$ cat config.mk
export PLATFORM = sky130hd
export DESIGN_NAME = det4_seq_ctrl_flat
export DESIGN_NICKNAME = d
export VERILOG_FILES = /design/src/rtl/det4_seq_ctrl_if.sv /design/src/rtl/det4_seq_ctrl.sv /design/src/flat_wrapper.sv
export SDC_FILE = /design/constraint.sdc
export NUM_CORES = 1
export LEC_CHECK = 0
export ABC_AREA = 1
export CAP_MARGIN = 40
export CORE_ASPECT_RATIO = 1.4
export CORE_MARGIN = 8
export CORE_UTILIZATION = 30
export CTS_CLUSTER_DIAMETER = 120
export DETAILED_ROUTE_END_ITERATION = 7
export DONT_BUFFER_PORTS = 1
export GPL_TIMING_DRIVEN = 0
export PLACE_DENSITY = 0.47
export SYNTH_ARGS = -nofsm -noshare
export SYNTH_HDL_FRONTEND = slang
export SYNTH_SLANG_ARGS = --single-unit
$ cat constraint.sdc
create_clock -name clk -period 13.6 [get_ports clk]
set_input_delay 2.72 -clock clk [delete_from_list [all_inputs] [get_ports clk]]
set_output_delay 2.72 -clock clk [all_outputs]
set_load 0.03 [all_outputs]
$ cat src/rtl/det4_seq_ctrl_if.sv
// det4_seq_ctrl_if: host write/start port and result port
// of the sequential 4x4 determinant controller.
interface det4_seq_ctrl_if #(
  parameter int DATA_W = 8,
  parameter int RES_W  = 8
);
  logic              wr_en;
  logic [3:0]        wr_addr;
  logic [DATA_W-1:0] wr_data;
  logic              start;
  logic              busy;
  logic              done;
  logic [RES_W-1:0]  result;
  logic              ovf;

  modport master (
    output wr_en, wr_addr, wr_data, start,
    input  busy, done, result, ovf
  );

  modport slave (
    input  wr_en, wr_addr, wr_data, start,
    output busy, done, result, ovf
  );
endinterface

$ cat src/rtl/det4_seq_ctrl.sv
// det4_seq_ctrl: 4x4 determinant by row-0 Laplace expansion,
// one shared multiplier. Option macro: DET_SAT_EN (saturate result).
module det4_seq_ctrl #(
  parameter int DATA_W = 8,
  parameter int RES_W  = 8
) (
  input logic           clk,
  input logic           rst_n,
  det4_seq_ctrl_if.slave bus
);
  localparam int T2_W  = 2*DATA_W + 1;
  localparam int MIN_W = 3*DATA_W + 3;
  localparam int ACC_W = 4*DATA_W + 5;
  localparam int P_W   = ACC_W + DATA_W;

  typedef enum logic [2:0] {
    IDLE, M2A, M2B, M3, M4, FIN
  } state_t;

  state_t                    state_q;
  logic [1:0]                j_q, k_q;
  logic signed [DATA_W-1:0]  mat_q [16];
  logic signed [T2_W-1:0]    t2_q;
  logic signed [MIN_W-1:0]   minor_q;
  logic signed [ACC_W-1:0]   det_q;
  logic                      busy_q, done_q, ovf_q;
  logic [RES_W-1:0]          result_q;

  logic [1:0]                mc, cx, cy;
  logic                      found;
  logic signed [ACC_W-1:0]   op_a;
  logic signed [DATA_W-1:0]  op_b;
  logic signed [P_W-1:0]     prod;
  logic signed [MIN_W-1:0]   minor_d;
  logic signed [ACC_W-1:0]   det_d;
  logic                      ovf_d;
  logic [RES_W-1:0]          res_d;

  // Row-1 column of the minor, and the two 2x2 columns left over
  always_comb begin
    mc    = (k_q < j_q) ? k_q : k_q + 2'd1;
    cx    = '0;
    cy    = '0;
    found = 1'b0;
    for (int i = 0; i < 4; i++) begin
      if (i[1:0] != j_q && i[1:0] != mc) begin
        if (!found) begin
          cx    = i[1:0];
          found = 1'b1;
        end else begin
          cy    = i[1:0];
        end
      end
    end
  end

  // Operand select for the single shared multiplier
  always_comb begin
    op_a = '0;
    op_b = '0;
    unique case (state_q)
      M2A: begin
        op_a = ACC_W'(mat_q[{2'd3, cy}]);
        op_b = mat_q[{2'd2, cx}];
      end
      M2B: begin
        op_a = ACC_W'(mat_q[{2'd3, cx}]);
        op_b = mat_q[{2'd2, cy}];
      end
      M3: begin
        op_a = ACC_W'(t2_q);
        op_b = mat_q[{2'd1, mc}];
      end
      M4: begin
        op_a = ACC_W'(minor_q);
        op_b = mat_q[{2'd0, j_q}];
      end
      default: ;
    endcase
  end

  // Signed product and alternating-sign accumulations
  always_comb begin
    prod    = op_a * op_b;
    minor_d = k_q[0] ? minor_q - $signed(prod[MIN_W-1:0])
                     : minor_q + $signed(prod[MIN_W-1:0]);
    det_d   = j_q[0] ? det_q - $signed(prod[ACC_W-1:0])
                     : det_q + $signed(prod[ACC_W-1:0]);
    ovf_d   = ~((&det_d[ACC_W-1:RES_W-1]) |
                ~(|det_d[ACC_W-1:RES_W-1]));
`ifdef DET_SAT_EN
    if (ovf_d)
      res_d = det_d[ACC_W-1] ? {1'b1, {(RES_W-1){1'b0}}}
                             : {1'b0, {(RES_W-1){1'b1}}};
    else
      res_d = det_d[RES_W-1:0];
`else
    res_d   = det_d[RES_W-1:0];
`endif
  end

  // Sequencer FSM with matrix store and registered outputs
  always_ff @(posedge clk or negedge rst_n) begin
    if (!rst_n) begin
      state_q  <= IDLE;
      j_q      <= '0;
      k_q      <= '0;
      t2_q     <= '0;
      minor_q  <= '0;
      det_q    <= '0;
      busy_q   <= 1'b0;
      done_q   <= 1'b0;
      ovf_q    <= 1'b0;
      result_q <= '0;
      for (int i = 0; i < 16; i++) mat_q[i] <= '0;
    end else begin
      done_q <= 1'b0;
      unique case (state_q)
        IDLE: begin
          if (bus.wr_en)
            mat_q[bus.wr_addr] <= $signed(bus.wr_data);
          if (bus.start) begin
            state_q <= M2A;
            j_q     <= '0;
            k_q     <= '0;
            minor_q <= '0;
            det_q   <= '0;
            busy_q  <= 1'b1;
          end
        end
        M2A: begin
          t2_q    <= prod[T2_W-1:0];
          state_q <= M2B;
        end
        M2B: begin
          t2_q    <= t2_q - $signed(prod[T2_W-1:0]);
          state_q <= M3;
        end
        M3: begin
          minor_q <= minor_d;
          if (k_q == 2'd2) begin
            k_q     <= '0;
            state_q <= M4;
          end else begin
            k_q     <= k_q + 2'd1;
            state_q <= M2A;
          end
        end
        M4: begin
          det_q   <= det_d;
          minor_q <= '0;
          if (j_q == 2'd3) begin
            result_q <= res_d;
            ovf_q    <= ovf_d;
            done_q   <= 1'b1;
            state_q  <= FIN;
          end else begin
            j_q     <= j_q + 2'd1;
            state_q <= M2A;
          end
        end
        FIN: begin
          busy_q  <= 1'b0;
          state_q <= IDLE;
        end
        default: state_q <= IDLE;
      endcase
    end
  end

  assign bus.busy   = busy_q;
  assign bus.done   = done_q;
  assign bus.result = result_q;
  assign bus.ovf    = ovf_q;
endmodule
$ cat src/flat_wrapper.sv
// flat-port wrapper written by rule: the top's interface ports become plain ports
module det4_seq_ctrl_flat 
#(
  parameter int DATA_W = 8,
  parameter int RES_W  = 8
)
  (clk, rst_n, bus_wr_en, bus_wr_addr, bus_wr_data, bus_start, bus_busy, bus_done, bus_result, bus_ovf);
  det4_seq_ctrl_if #(.DATA_W(DATA_W), .RES_W(RES_W)) bus_i ();
  input logic clk;
  input logic rst_n;
  input wire logic [$bits(bus_i.wr_en)-1:0] bus_wr_en;
  input wire logic [$bits(bus_i.wr_addr)-1:0] bus_wr_addr;
  input wire logic [$bits(bus_i.wr_data)-1:0] bus_wr_data;
  input wire logic [$bits(bus_i.start)-1:0] bus_start;
  output wire logic [$bits(bus_i.busy)-1:0] bus_busy;
  output wire logic [$bits(bus_i.done)-1:0] bus_done;
  output wire logic [$bits(bus_i.result)-1:0] bus_result;
  output wire logic [$bits(bus_i.ovf)-1:0] bus_ovf;
  assign bus_i.wr_en = bus_wr_en;
  assign bus_i.wr_addr = bus_wr_addr;
  assign bus_i.wr_data = bus_wr_data;
  assign bus_i.start = bus_start;
  assign bus_busy = bus_i.busy;
  assign bus_done = bus_i.done;
  assign bus_result = bus_i.result;
  assign bus_ovf = bus_i.ovf;
  det4_seq_ctrl #(.DATA_W(DATA_W), .RES_W(RES_W)) u_core (.clk(clk), .rst_n(rst_n), .bus(bus_i));
endmodule
==> qor.yml <==
area_growth_pct: 9.14
synth.cell_area_mm2: 0.0259
path_clk_slew_ps: 60
hp-class: "reg -> reg"
clock-skew-final_ps: 9.42
post_cts_buffers: 0
cts_buffer_depth: 3
ys_top_cells_by_count: "1139 x nand2_1, 814 x inv_1, 295 x o21ai_0"
grt_use_total_pct: 19.0
cts-root-buf: "clkbuf_16"
grt_max_degree: 228
die_w_um: 264
crit_top_cell: "nand2_1"
tightestPinTransition_ps: 1000
first_global_vias: 25000
antenna_cells: 0
maxSlewHeadroom_pct: 32.7
synth_top_cells_by_area: "dfrtp_1 22%, nand2_1 16%, fa_1 14%, inv_1 12%, ha_1 7.5%"
synth_edf_count: 0
synth_top_area_share_pct: 21.9
cts_made_buffers: 25
fp-row-count: 127
dieArea_mm2: 0.0962
yosys.cell_count.top_type: "nand2_1"
use_met2_pct: 36.7
synth_cells: 3872
cp-start-kind: "register"
grt_overflow: 0
postRouteWirelength_um: 92500
use_met1_pct: 22.0
hold_buffers: 0
cap_violations: 0
start_util_pct: 30.3
fin_crit_ps: 12200
cp_slowest_cell: "fa_1"
max_clock_freq_mhz: 82.0
setup_viol: 0
portBuffers: 0
yosys.area.top_type: "dfrtp_1"
placed_area_mm2: 0.0274
first_pass_iters: 6
drive_gt1_share_pct: 4.18
endpoint_kind: "register"
coreArea_mm2: 0.0856
synth_flop_cell: "dfrtp_1"
place_congestion: 0.912
ys.warnings.count: 0
maxSlewViolCount: 0
vias: 24400
cts_tree: "done"
cts.htree.levels: 1
routed_via_density: 4.85
insertion_delay_ps: 580
ant_nets: 0
crit_fanout: 12
synthesis.nets: 4221
antenna_found_initial: 0
status: "finished clean"
worstPathArrival_ps: 12660
wire_per_inst_um: 18.4
die_h_um: 364
yosysUniqueCellTypes: 53
clock-sinks: 227
syn_area_per_cell_um2: 6.70
grt_use_met3_pct: 1.27
ys_ff_latch: 227
ys_seq_area_share_pct: 21.9
rsz0062_at_grt: "no"
grt_pass1_wl_um: 144000
cpPeakStageDelay_ps: 550
criticalPathCategory: "reg -> reg"
critPathRequiredTime_ps: 14060
whs_ps: 479
dp_hpwl_um: 75900
cts_resized: 0
postLayoutCellArea_mm2: 0.0283
drcViolationCount: 0
nets: 4256
top_usage_layer: "met2"
async_flop_share_pct: 100
pin_count: 27
drt_iter0_drc: 1336
setup_tns_ps: 0
fin_crit_sh_pct: 89.7
hold_violations: 0
logic make-up after synthesis:
group           synth area share [%]
fa+ha+maj                       21.2
simple gates                    27.4
xor+xnor                        1.51
buf+inv                         13.9
compound gates                  14.0
flops                           21.9
per-layer routing:
| layer | vias up | share of wire (%) |
|---|---|---|
| li1 | 12100 | - |
| met5 | - | 0 |
| met4 | 0 | 3.2 |
| met2 | 402 | 53 |
| met3 | 106 | 2.5 |
| met1 | 11700 | 41 |
placed cells by master (no fill, tap or decap), drive strengths merged, types with 13 or more instances in the layout:
master	instances
nand2	1161
inv	825
o21ai	308
nor2	254
dfrtp	227
nand3	194
fa	178
a21oi	172
ha	155
clkbuf	87
buf	55
o211ai	49
nand4	43
xor2	27
o22ai	24
nor3	22
o221ai	20
xnor2	16
a22o	13
final cells by class:
cell class / count / area [um^2]
plain buffers: 102 / 495
clock buffers: 32 / 702
clock inverters: 13 / 193
fillers: 9489 / 57300
inverters: 827 / 3110
multi-input cells: 2716 / 16700
flip-flops and latches: 227 / 5680
well taps: 1096 / 1370
repair buffers: 8 / 73.8
registers in the layout (all words and copies together) (netlist names), 2 cells and up:
name	flops
u_core.mat_q	128
u_core.det_q	37
u_core.minor_q	27
u_core.t2_q	17
u_core.bus.result	8
u_core.state_q	3
u_core.j_q	2
u_core.k_q	2
per-stage QoR:
step / std cells / setup slack (ps) / util [%]
finish: 5021 / 1400 / 33.0
detailed placement: 4976 / 1370 / 32.0
global route: 5021 / 352 / 33.0
floorplan: 3872 / 4510 / -
CTS: 5021 / 1310 / 33.0
global placement: 4968 / 1340 / 31.9
worst max-delay path: cells and delay by family, from the launching register on:
kind,cells,cell delay [ps]
and+or+nand+nor,35,4920
xor gates and xnor gates,1,160
buffers and inverters,11,2400
DFF,1,370
AOI/OAI and AO/OA,5,810
adders and majority gates,7,3390
worst paths after layout:
check	startpoint	end	slack, ps	depth (start not counted)
max in group asynchronous	rst_n	u_core.mat_q[84]	11240	0
worst min register to register	u_core.mat_q[97]	u_core.mat_q[97]	480	2
min in group asynchronous	rst_n	u_core.det_q[28]	1850	0
worst max register to register	u_core.j_q[1]	u_core.bus.ovf	1400	59
worst min-delay path	u_core.mat_q[97]	u_core.mat_q[97]	480	2
worst max-delay path	u_core.j_q[1]	u_core.bus.ovf	1400	59
Power is left out: the tool's default activity adds up to more than one toggle a clock period on the data nets, which glitch-free logic cannot reach.
